[src/rtl/fir_pkg.sv]
// Shared constants and helpers for the FIR decimator slice.
package fir_pkg;

  localparam int SAMPLE_W = 16;

  // Ceiling log2, used for FIFO pointer and occupancy widths.
  function automatic int clog2(input int value);
    int r;
    r = 0;
    for (int i = 0; i < 32; i++) begin
      if ((1 << r) < value) r = r + 1;
    end
    return r;
  endfunction

endpackage

[src/rtl/fir_decimator_if.sv]
// Sample stream bundle between the FIR stage, the decimator and its consumer.
// master: the environment (FIR stage + consumer); slave: the decimator.
interface fir_decimator_if
  import fir_pkg::*;
#(
  parameter int N = SAMPLE_W
);

  logic         in_valid;
  logic [N-1:0] data_in;
  logic         out_valid;
  logic         out_ready;
  logic [N-1:0] data_out;
  logic         overflow;

  modport master (
    output in_valid, data_in, out_ready,
    input  out_valid, data_out, overflow
  );

  modport slave (
    input  in_valid, data_in, out_ready,
    output out_valid, data_out, overflow
  );

endinterface

[src/rtl/fir_decimator_sync_fifo.sv]
// First-word-fall-through FIFO. The head entry is visible on rdata while not
// empty; rdata reads as zero when empty so the output is clean after reset.
// A push while full is accepted only when a pop happens in the same cycle.
module sync_fifo
  import fir_pkg::*;
#(
  parameter int W     = SAMPLE_W,
  parameter int DEPTH = 4
) (
  input  logic                clk,
  input  logic                reset,
  input  logic                push,
  input  logic                pop,
  input  logic [W-1:0]        wdata,
  output logic [W-1:0]        rdata,
  output logic                full,
  output logic                empty,
  output logic [clog2(DEPTH):0] count
);

  localparam int PW = clog2(DEPTH);
  localparam logic [PW:0] DEPTH_C = (PW+1)'(DEPTH);

  logic [W-1:0]  mem [DEPTH];
  logic [PW-1:0] wr_ptr;
  logic [PW-1:0] rd_ptr;
  logic          push_ok;
  logic          pop_ok;

  // Status flags and internal guards against overrun/underrun.
  always_comb begin
    full    = (count == DEPTH_C);
    empty   = (count == '0);
    pop_ok  = pop && !empty;
    push_ok = push && (!full || pop_ok);
    rdata   = empty ? '0 : mem[rd_ptr];
  end

  // Storage array; contents are only observable through valid entries.
  always_ff @(posedge clk) begin
    if (push_ok) mem[wr_ptr] <= wdata;
  end

  // Pointers wrap naturally since DEPTH is a power of two.
  always_ff @(posedge clk or posedge reset) begin
    if (reset) begin
      wr_ptr <= '0;
      rd_ptr <= '0;
      count  <= '0;
    end else begin
      if (push_ok) wr_ptr <= wr_ptr + 1'b1;
      if (pop_ok)  rd_ptr <= rd_ptr + 1'b1;
      case ({push_ok, pop_ok})
        2'b10:   count <= count + 1'b1;
        2'b01:   count <= count - 1'b1;
        default: count <= count;
      endcase
    end
  end

endmodule

[src/rtl/fir_decimator.sv]
// Integrate-and-dump decimator: averages each group of 2^LOG2_D valid input
// samples and queues the result in a small FWFT FIFO toward the consumer.
// Build option FIR_DECIM_ROUND_EN selects round-half-up instead of truncation.
module fir_decimator
  import fir_pkg::*;
#(
  parameter int N      = SAMPLE_W,
  parameter int LOG2_D = 2,
  parameter int DEPTH  = 4
) (
  input logic            clk,
  input logic            reset,
  fir_decimator_if.slave bus
);

  localparam int D  = 1 << LOG2_D;
  localparam int AW = N + LOG2_D;
  // Counter needs at least one bit even when LOG2_D = 0 (pass-through).
  localparam int CW = (LOG2_D > 0) ? LOG2_D : 1;
  localparam logic [CW-1:0] CNT_LAST = CW'(D - 1);
  localparam int PW = clog2(DEPTH);

  logic [AW-1:0] acc;
  logic [AW-1:0] sum;
  logic [AW-1:0] sum_adj;
  logic [CW-1:0] cnt;
  logic [N-1:0]  result;
  logic          group_done;
  logic          push;
  logic          pop;
  logic          full;
  logic          empty;
  logic [PW:0]   fifo_count;
  logic          overflow_q;

  // Group sum, scaling and FIFO handshake gating.
  always_comb begin
    sum = acc + AW'(bus.data_in);
`ifdef FIR_DECIM_ROUND_EN
    // D/2 is zero when D = 1, so pass-through gets no rounding term.
    sum_adj = sum + AW'(D / 2);
`else
    sum_adj = sum;
`endif
    result        = N'(sum_adj >> LOG2_D);
    group_done    = bus.in_valid && (cnt == CNT_LAST);
    pop           = bus.out_ready && !empty;
    push          = group_done && (!full || pop);
    bus.out_valid = (fifo_count != '0);
    bus.overflow  = overflow_q;
  end

  // Accumulator and group counter advance on valid samples only; the counter
  // restarts even when the result is dropped so groups stay aligned.
  always_ff @(posedge clk or posedge reset) begin
    if (reset) begin
      acc <= '0;
      cnt <= '0;
    end else if (bus.in_valid) begin
      if (group_done) begin
        acc <= '0;
        cnt <= '0;
      end else begin
        acc <= sum;
        cnt <= cnt + 1'b1;
      end
    end
  end

  // Sticky flag: a completed result found the FIFO full with no pop.
  always_ff @(posedge clk or posedge reset) begin
    if (reset) begin
      overflow_q <= 1'b0;
    end else if (group_done && full && !pop) begin
      overflow_q <= 1'b1;
    end
  end

  sync_fifo #(
    .W     (N),
    .DEPTH (DEPTH)
  ) u_fifo (
    .clk   (clk),
    .reset (reset),
    .push  (push),
    .pop   (pop),
    .wdata (result),
    .rdata (bus.data_out),
    .full  (full),
    .empty (empty),
    .count (fifo_count)
  );

endmodule
[src/flat_wrapper.sv]
// flat-port wrapper written by rule: the top's interface ports become plain ports
module fir_decimator_flat import fir_pkg::*;
#(
  parameter int N      = SAMPLE_W,
  parameter int LOG2_D = 2,
  parameter int DEPTH  = 4
)
  (clk, reset, bus_in_valid, bus_data_in, bus_out_ready, bus_out_valid, bus_data_out, bus_overflow);
  fir_decimator_if #(.N(N)) bus_i ();
  input logic clk;
  input logic reset;
  input wire logic [$bits(bus_i.in_valid)-1:0] bus_in_valid;
  input wire logic [$bits(bus_i.data_in)-1:0] bus_data_in;
  input wire logic [$bits(bus_i.out_ready)-1:0] bus_out_ready;
  output wire logic [$bits(bus_i.out_valid)-1:0] bus_out_valid;
  output wire logic [$bits(bus_i.data_out)-1:0] bus_data_out;
  output wire logic [$bits(bus_i.overflow)-1:0] bus_overflow;
  assign bus_i.in_valid = bus_in_valid;
  assign bus_i.data_in = bus_data_in;
  assign bus_i.out_ready = bus_out_ready;
  assign bus_out_valid = bus_i.out_valid;
  assign bus_data_out = bus_i.data_out;
  assign bus_overflow = bus_i.overflow;
  fir_decimator #(.N(N), .LOG2_D(LOG2_D), .DEPTH(DEPTH)) u_core (.clk(clk), .reset(reset), .bus(bus_i));
endmodule
[config.mk]
export PLATFORM = sky130hd
export DESIGN_NAME = fir_decimator_flat
export DESIGN_NICKNAME = d
export VERILOG_FILES = /design/src/rtl/fir_pkg.sv /design/src/rtl/fir_decimator_if.sv /design/src/rtl/fir_decimator_sync_fifo.sv /design/src/rtl/fir_decimator.sv /design/src/flat_wrapper.sv
export SDC_FILE = /design/constraint.sdc
export NUM_CORES = 1
export LEC_CHECK = 0
export CAP_MARGIN = 10
export CORE_MARGIN = 4
export CORE_UTILIZATION = 58
export CTS_CLUSTER_SIZE = 12
export DETAILED_ROUTE_END_ITERATION = 8
export GPL_TIMING_DRIVEN = 0
export PLACE_DENSITY_LB_ADDON = 0.05
export SLEW_MARGIN = 15
export SYNTH_ARGS = -nofsm -noshare
export SYNTH_HDL_FRONTEND = slang
export SYNTH_SLANG_ARGS = --single-unit
[constraint.sdc]
create_clock -name clk -period 3.2 [get_ports clk]
set_input_delay 0.96 -clock clk [delete_from_list [all_inputs] [get_ports clk]]
set_output_delay 0.96 -clock clk [all_outputs]
set_load 0.005 [all_outputs]
==> flow_summary.toml, run 1 <==
[status]
status = "finished clean"

[cells_and_area]
mostFrequentLayoutCells = "edfxtp_1, clkdlybuf4s50_1, dfrtp_1, ha_1, and2_1"
nets = 404
multiInputGateArea_sq_um = 1800
fin_area_sq_um = 5290
final_util_pct = 72.1
seqCellArea_sq_um = 2620
n_antenna_cell = 0
drive_gt1_share_pct = 17.8
fin_cells = 464
fill_cells = 515
mostFrequentLayoutCell = "edfxtp_1"
synthToLayoutAreaGrowth_pct = 19.3

[clock_tree]
cts_num_sinks = 92
cts_root_buffer = "clkbuf_8"
cts_tree = "done"
clk-insertion-delay-late_ns = 0.35
cts_buffers = 9
cts_buffer_depth = 2
cts_hold_buffers = 0
clk_pin_slew_ns = 0.09
cts_max_level = 3

[synthesis]
syn-num-nets = 355
avgSynthCellArea_sq_um = 14.2
seq_area_frac_synth_pct = 59.2
ys_warn_count = 0
ys_ff_latch = 92
yosysUniqueCellTypes = 47
synthFlopType = "edfxtp_1"
synth_area_sq_um = 4430
synth_edf_count = 64
async_flop_share_pct = 30.4
syn_inst = 311

[sta]
slew-limit-headroom_pct = 43.7
finalCritPeriodShare_pct = 97.2
fin_tns_setup_ns = 0
period_needed_ns = 3.11
setup_viol = 0
hold_ws_ns = 0.481
hold_violations = 0
fmaxAchievable_mhz = 322
clock_skew_ns = 0.0120
tightest_slew_ns = 0.845
slew_viol_final = 0

[flow_run]
drv_cap = 0

[grt]
grt_pass1_vias = 2710
antenna_found_initial = 0
grt_pass1_wl_um = 13600
grt_max_degree = 29
gr-total-overflow = 0
grt_usage_pct = 20.1

[drt]
drtPass1Iterations = 4
wirelength_um = 8470
via_count = 2710
post_drt_wl_per_cell_um = 18.3
drcViolationCount = 0
post_drt_via_cell_ratio = 5.84
drt_iter0_drc = 131
ant_nets = 0

[critical_path]
worst_setup_path_start_kind = "primary input"
critPathMaxFanout = 6
cpMaxStageDelayCell = "ha_1"
crit_arrival_ns = 3.22
worst-setup-path-type = "primary input to register"
critical_path.cell_chain = "clkdlybuf4s50_1 > ha_1 > o211ai_1 > or2_2 > a21bo_2 > o211ai_1 > nand2_1 > xnor2_1"
crit_top_cell = "o211ai_1"
cp-end-kind = "register"
max_stage_delay_ns = 0.44
required_ns = 3.31

[floorplanning]
rows = 31
coreArea_sq_um = 7330
die_h_um = 95.4
start_util_pct = 60.4
die_area_sq_um = 9100
num_io_pins = 38
die_x_um = 95.4

[place]
place_hpwl_um = 5670
routabilityCongestion = 0.840
dpl-instance-area_sq_um = 4910
port_buffers = 36
dpl.cell_count = 446

[power]
p_leak_nw = 2.01
powerDensity_nw_per_um2 = 1010
vdd_drop_max_mv = 0.519

[hold_path]
worstHoldPathType = "register to register"
## cell families after synthesis
| family | after synthesis | synth area share [%] |
|---|---|---|
| mux | 19 | 8.84 |
| simple gates | 70 | 8.30 |
| compound gates | 60 | 10.2 |
| buf+inv | 25 | 2.20 |
| fa+ha+maj | 24 | 7.12 |
| flops | 92 | 59.2 |
| xor+xnor | 21 | 4.15 |
## power breakdown
| group | switching [mW] | leakage [nW] | internal [mW] |
|---|---|---|---|
| Combinational | 1.28 | 0.993 | 1.26 |
| Sequential | 0.165 | 0.918 | 1.80 |
| Clock | 0.426 | 0.101 | 0.390 |
| Total | 1.88 | 2.01 | 3.46 |
## registers in the layout (all words and copies together), names as in the netlist
signal	count
u_core.bus.overflow	1
u_core.u_fifo.mem	64
u_core.u_fifo.count	3
u_core.cnt	2
u_core.u_fifo.wr_ptr	2
u_core.acc	18
u_core.u_fifo.rd_ptr	2
## layer usage
layer | share of wire [%] | vias up | global-route usage (%)
met5 | 0 | - | 0
met3 | 4.8 | 8 | 2.84
met1 | 45 | 1364 | 27.6
li1 | - | 1271 | -
met2 | 49 | 67 | 33.3
met4 | 0.89 | 0 | 6.40
## path summary, 6_finish.rpt
kind                                                      start                                  end  slack, ns  depth (start not counted)
worst max register to register        u_core.acc[0]$_DFFE_PP0P_           u_core.acc[14]$_DFFE_PP0P_       0.59                          8
worst min-delay path            u_core.bus.overflow$_DFFE_PP0P_      u_core.bus.overflow$_DFFE_PP0P_       0.48                          1
worst max-delay path                             bus_data_in[8]   u_core.u_fifo.mem[1][15]$_DFFE_PP_       0.09                          8
max in group asynchronous                                 reset  u_core.u_fifo.rd_ptr[1]$_DFFE_PP0P_       1.74                          2
worst min register to register  u_core.bus.overflow$_DFFE_PP0P_      u_core.bus.overflow$_DFFE_PP0P_       0.48                          1
min in group asynchronous                                 reset            u_core.cnt[1]$_DFFE_PP0P_       1.01                          2
## synthesized netlist by cell type (all sizes together) (2+ instances only)
library cell	count	area share [%]
nand4	3	0.42
a21oi	14	1.6
o21a	2	0.34
inv	13	1.1
a21o	4	0.68
mux2i	2	0.45
nor2	10	0.85
a22o	12	2.4
clkbuf	8	0.68
a21boi	2	0.34
and2	21	3.0
dfrtp	28	16
edfxtp	64	43
nor3	5	0.56
and3	3	0.45
xnor2	11	2.2
o21ai	9	1.0
xor2	10	2.0
o211ai	4	0.68
buf	3	0.34
ha	22	6.2
nor2b	4	0.56
a221oi	2	0.93
mux4	16	8.1
a31o	3	0.59
nand2	16	1.4
nand3	3	0.34
fa	2	0.90
## layout make-up
type / instances / area share (%)
buffer: 9 / 1.33
clock buffer: 10 / 2.60
clock inverter: 6 / 1.33
inverter: 14 / 0.994
multi-input combinational: 194 / 34.1
sequential: 92 / 49.6
tap: 99 / 2.34
timing repair buffer: 40 / 7.67
## through the flow
step                power [mW]  setup WS, ns
floorplan                 3.52         0.135
global placement          4.23        -0.530
detailed placement        4.31        -0.602
CTS                       5.20       0.00383
global route              5.69       -0.0401
finish                    5.33        0.0908
## worst max-delay path, delay by kind of cell
family	cells	cell delay, ns
buffers and inverters	1	0.42
AOI/OAI and AO/OA	3	0.56
adders and majority gates	1	0.44
and+or+nand+nor	2	0.46
xor gates and xnor gates	1	0.38
## what timing repair did
action / CTS / global route
resized for setup: 15 / 15
pin swaps: 4 / 7
setup buffers: 0 / 4
endpoints found under the setup margin: 24 / 38
(Power assumes the default switching activity.)
==> run 2: changes to the inputs <==
--- a/config.mk
+++ b/config.mk
@@ -7,9 +7,10 @@
 export LEC_CHECK = 0
 export CAP_MARGIN = 10
 export CORE_MARGIN = 4
-export CORE_UTILIZATION = 58
+export CORE_UTILIZATION = 63
 export CTS_CLUSTER_SIZE = 12
 export DETAILED_ROUTE_END_ITERATION = 8
+export DONT_BUFFER_PORTS = 1
 export GPL_TIMING_DRIVEN = 0
 export PLACE_DENSITY_LB_ADDON = 0.05
 export SLEW_MARGIN = 15
==> flow_summary.toml, run 2 (same netlist as run 1, synthesis figures left out) <==
[status]
status = "finished clean"

[sta]
slew-limit-headroom_pct = 28.0
period_needed_ns = 3.03
rsz0062_at_grt = "no"
hold_violations = 0
tightest_slew_ns = 1.07
clock_skew_ns = 0.00766
slew_viol_final = 0
setup_viol = 0
fmaxAchievable_mhz = 330
finalCritPeriodShare_pct = 94.6

[hold_path]
worstHoldPathType = "register to register"
hp-start = "u_core.u_fifo.count[2]$_DFFE_PP0P_"

[grt]
grt_pass1_wl_um = 13200
grt_max_degree = 29
gr-total-overflow = 0
grt_pass1_vias = 2610
antenna_found_initial = 0
grt_usage_pct = 20.5

[power]
combPwrFrac_pct = 43.7
vdd_drop_max_mv = 0.499
p_leak_nw = 1.77
power.total_mw = 4.68
internal-power_mw = 2.96
powerDensity_nw_per_um2 = 989
pwr-share-clk_pct = 14.9
power.net_switching_mw = 1.72
sequentialPowerShare_pct = 41.4
swShare_pct = 36.8

[floorplanning]
die_x_um = 91.9
rows = 30
coreArea_sq_um = 6830
die_area_sq_um = 8440
die_h_um = 91.9
num_io_pins = 38
start_util_pct = 64.9

[cells_and_area]
largest_reg_flops = 64
nets = 366
fin_area_sq_um = 4730
fill_cells = 489
multiInputGateArea_sq_um = 1710
max_flop_register = "u_core.u_fifo.mem"
seqCellArea_sq_um = 2620
synthToLayoutAreaGrowth_pct = 6.81
drive_gt1_share_pct = 12.8
mostFrequentLayoutCell = "edfxtp_1"
n_antenna_cell = 0
reg_top3 = "u_core.u_fifo.mem (64), u_core.acc (18), u_core.u_fifo.count (3)"
mostFrequentLayoutCells = "edfxtp_1, dfrtp_1, ha_1, and2_1"

[drt]
drtPass1Iterations = 4
wirelength_um = 7940
ant_nets = 0
via_count = 2526
post_drt_via_cell_ratio = 5.97
drcViolationCount = 0
post_drt_wl_per_cell_um = 18.8
drt_iter0_drc = 116

[clock_tree]
clk_pin_slew_ns = 0.09
cts_tree = "done"
cts_root_buffer = "clkbuf_8"
cts_max_level = 3
cts_buffer_depth = 2
clk-insertion-delay-late_ns = 0.34
cts_buffers = 9
cts_setup_buffers = 0
cts_num_sinks = 92

[critical_path]
crit_start = "bus_data_in[0]"
critPathMaxFanout = 4
worst_setup_path_start_kind = "primary input"
regToRegStartpoint = "u_core.acc[0]$_DFFE_PP0P_"
required_ns = 3.31
cp-end-kind = "register"
crit_arrival_ns = 3.14
worst-setup-path-type = "primary input to register"

[place]
dpl-instance-area_sq_um = 4550
place_hpwl_um = 5520
routabilityCongestion = 0.862
port_buffers = 0

[flow_run]
drv_cap = 0
run 2: per-layer routing:
metal / up-vias / global-route usage, % / wire (um)
met2: 58 / 32.5 / 3830
met1: 1257 / 28.6 / 3690
li1: 1198 / - / -
met4: 0 / 6.81 / 108
met5: - / 0 / 0
met3: 13 / 4.43 / 305
run 2: worst paths after layout:
kind                                                       end  slack, ns  cells after the start
min reg2reg                 u_core.u_fifo.count[2]$_DFFE_PP0P_       0.49                      1
max                         u_core.u_fifo.mem[1][14]$_DFFE_PP_       0.17                      8
min in group asynchronous            u_core.acc[2]$_DFFE_PP0P_       0.63                      1
max in group asynchronous  u_core.u_fifo.rd_ptr[0]$_DFFE_PP0P_       2.08                      1
min                         u_core.u_fifo.count[2]$_DFFE_PP0P_       0.49                      1
max reg2reg                 u_core.u_fifo.mem[1][14]$_DFFE_PP_       0.39                      8
run 2: cell type report:
| cell class | instances | area share, % |
|---|---|---|
| Inverter | 14 | 1.11 |
| Tap cell | 96 | 2.54 |
| Multi-Input combinational cell | 194 | 36.1 |
| Clock buffer | 11 | 2.99 |
| Clock inverter | 5 | 0.767 |
| Sequential cell | 92 | 55.4 |
| Buffer | 11 | 1.03 |
run 2: power by group through the flow:
stage	clock network, mW	logic [mW]	registers [mW]
final	0.700	2.05	1.94
after detailed placement	0	2.05	1.96
after floorplan	0	1.60	1.92
after CTS	0.718	2.06	1.93
after global routing	0.771	2.30	1.96
after global placement	0	1.98	1.95
run 2: stage by stage:
stage	instances	setup WS, ns	hold slack (ns)	TNS (ns)	utilization [%]
final	423	0.172	0.488	0	69.3
after global routing	423	0.0219	0.509	0	69.3
after floorplan	311	0.135	0.447	0	-
after CTS	423	0.0893	0.494	0	69.2
after global placement	407	-0.111	0.465	-6.81	66.6
after detailed placement	407	-0.181	0.476	-12.10	66.6
run 2: timing repair:
item | 4_1_cts | 5_1_grt
pin swaps | 0 | 0
gates resized for setup | 1 | 1
setup endpoints to repair | 1 | 7
gates cloned | 0 | 0
hold buffers | 0 | 0
run 2: critical path, stage by stage:
cell and delay [ns]:
ha_1 0.20, fa_1 0.41, a21o_1 0.24, a221oi_4 0.34, o21ai_0 0.20, a31o_2 0.30
a21boi_1 0.22, xnor2_1 0.25
==> run 3: changes to the inputs <==
--- a/config.mk
+++ b/config.mk
@@ -6,8 +6,10 @@
 export NUM_CORES = 1
 export LEC_CHECK = 0
 export CAP_MARGIN = 10
+export CELL_PAD_IN_SITES_DETAIL_PLACEMENT = 0
+export CELL_PAD_IN_SITES_GLOBAL_PLACEMENT = 1
 export CORE_MARGIN = 4
-export CORE_UTILIZATION = 63
+export CORE_UTILIZATION = 40
 export CTS_CLUSTER_SIZE = 12
 export DETAILED_ROUTE_END_ITERATION = 8
 export DONT_BUFFER_PORTS = 1
==> flow_summary.toml, run 3 (same netlist as run 1, synthesis figures left out) <==
[clock_tree]
cts_resized = 1
clk-insertion-delay-late_ns = 0.35
cts_num_sinks = 92
cts_max_level = 3
cts_buffers = 9
cts_root_buffer = "clkbuf_8"
cts_tree = "done"
cts_buffer_depth = 2
cts_hold_buffers = 0
cts_setup_buffers = 0
clk_pin_slew_ns = 0.09

[sta]
setup_viol = 0
tightest_slew_ns = 0.846
finalCritPeriodShare_pct = 95.7
rsz0062_at_grt = "no"
period_needed_ns = 3.06
hold_violations = 0
slew_viol_final = 0
hold_ws_ns = 0.486
slew-limit-headroom_pct = 43.6
fmaxAchievable_mhz = 326
clock_skew_ns = 0.0135

[grt]
grt_usage_pct = 15.3
grt_max_degree = 29
gr-total-overflow = 0
grt_pass1_wl_um = 14700
grt_pass1_vias = 2667
antenna_found_initial = 0

[critical_path]
critPathMaxFanout = 5
critical_path.cell_chain = "ha_1 > fa_1 > a21o_1 > a221oi_4 > o21ai_0 > a31o_2 > xor2_1 > a22o_1"
cpMaxStageDelayCell = "xor2_1"
cp.depth = 8
worst_setup_path_start_kind = "primary input"
required_ns = 3.48
path_buf_inv = 0
max_stage_delay_ns = 0.43
worst-setup-path-type = "primary input to register"
r2r_slack_ns = 0.35
cp-end-kind = "register"
crit_family = "compound AO/OA/AOI/OAI gates"
ff2ff_path_depth = 8
crit_arrival_ns = 3.35

[drt]
drtPass1Iterations = 4
wl_met1_um = 4380
post_drt_wl_per_cell_um = 19.4
dr_wl_met3_um = 444
wirelength_um = 9040
drcViolationCount = 0
wl_met2_um = 4150
post_drt_via_cell_ratio = 5.33
drt_iter0_drc = 109
via_count = 2489
dr.max_layer_used = "met4"
ant_nets = 0

[floorplanning]
coreArea_sq_um = 10800
die_h_um = 113
die_area_sq_um = 12800
start_util_pct = 40.9
die_x_um = 113
rows = 38
num_io_pins = 38

[place]
port_buffers = 0
routabilityCongestion = 0.736
dpl.cell_count = 451
place_hpwl_um = 6310

[cells_and_area]
final_util_pct = 44.0
nets = 366
mostFrequentLayoutCells = "edfxtp_1, dfrtp_1, ha_1, and2_1"
n_antenna_cell = 0
reg_top3 = "u_core.u_fifo.mem (64), u_core.acc (18), u_core.u_fifo.count (3)"
fin_cells = 467
largest_reg_flops = 64
synthToLayoutAreaGrowth_pct = 7.74
mostFrequentLayoutCell = "edfxtp_1"
drive_gt1_share_pct = 13.1
max_flop_register = "u_core.u_fifo.mem"

[hold_path]
hold_depth = 1
worstHoldPathType = "register to register"

[status]
status = "finished clean"

[flow_run]
drv_cap = 0

[power]
power.total_mw = 4.70
p_leak_nw = 1.77
vdd_drop_max_mv = 0.318
powerDensity_nw_per_um2 = 985
-- run 3: final timing paths --
check,startpoint,end
max in group asynchronous,reset,u_core.acc[10]$_DFFE_PP0P_
min,u_core.cnt[0]$_DFFE_PP0P_,u_core.cnt[0]$_DFFE_PP0P_
min in group asynchronous,reset,u_core.acc[2]$_DFFE_PP0P_
max,bus_data_in[0],u_core.acc[12]$_DFFE_PP0P_
min reg2reg,u_core.cnt[0]$_DFFE_PP0P_,u_core.cnt[0]$_DFFE_PP0P_
max reg2reg,u_core.acc[0]$_DFFE_PP0P_,u_core.acc[12]$_DFFE_PP0P_
-- run 3: worst register-to-register path, cell delays in order, from the launching register on --
cell and delay (ns):
dfrtp_1 0.39, ha_1 0.21, fa_1 0.42, a21o_1 0.25
a221oi_4 0.36, o21ai_0 0.21, a31o_2 0.31, xor2_1 0.43
a22o_1 0.21
-- run 3: power breakdown --
group	total [mW]	internal, mW	switching (mW)
Clock	0.690	0.283	0.407
Combinational	2.08	0.851	1.23
Sequential	1.93	1.80	0.129
Total	4.70	2.94	1.77
-- run 3: metrics by stage --
| step | setup TNS [ns] | worst slack (ns) | cell area, sq um |
|---|---|---|---|
| 5_1_grt | 0 | 0.0224 | 4770 |
| 3_3_place_gp | -19.49 | -0.288 | 4610 |
| 3_5_place_dp | -17.43 | -0.254 | 4610 |
| 6_report | 0 | 0.136 | 4770 |
| 4_1_cts | 0 | 0.0539 | 4770 |
| 2_1_floorplan | 0 | 0.135 | 4430 |
-- run 3: area by class of cell --
class	count	area (sq um)
Buffer	11	48.8
Clock buffer	12	135
Clock inverter	4	27.5
Fill cell	1021	6070
Inverter	14	52.6
Multi-Input combinational cell	194	1710
Sequential cell	92	2620
Tap cell	140	175
-- run 3: per-layer routing --
metal	GRT usage [%]	vias up
li1	-	1195
met1	21.6	1241
met2	23.6	47
met5	0	-
met3	3.96	6
met4	4.33	0
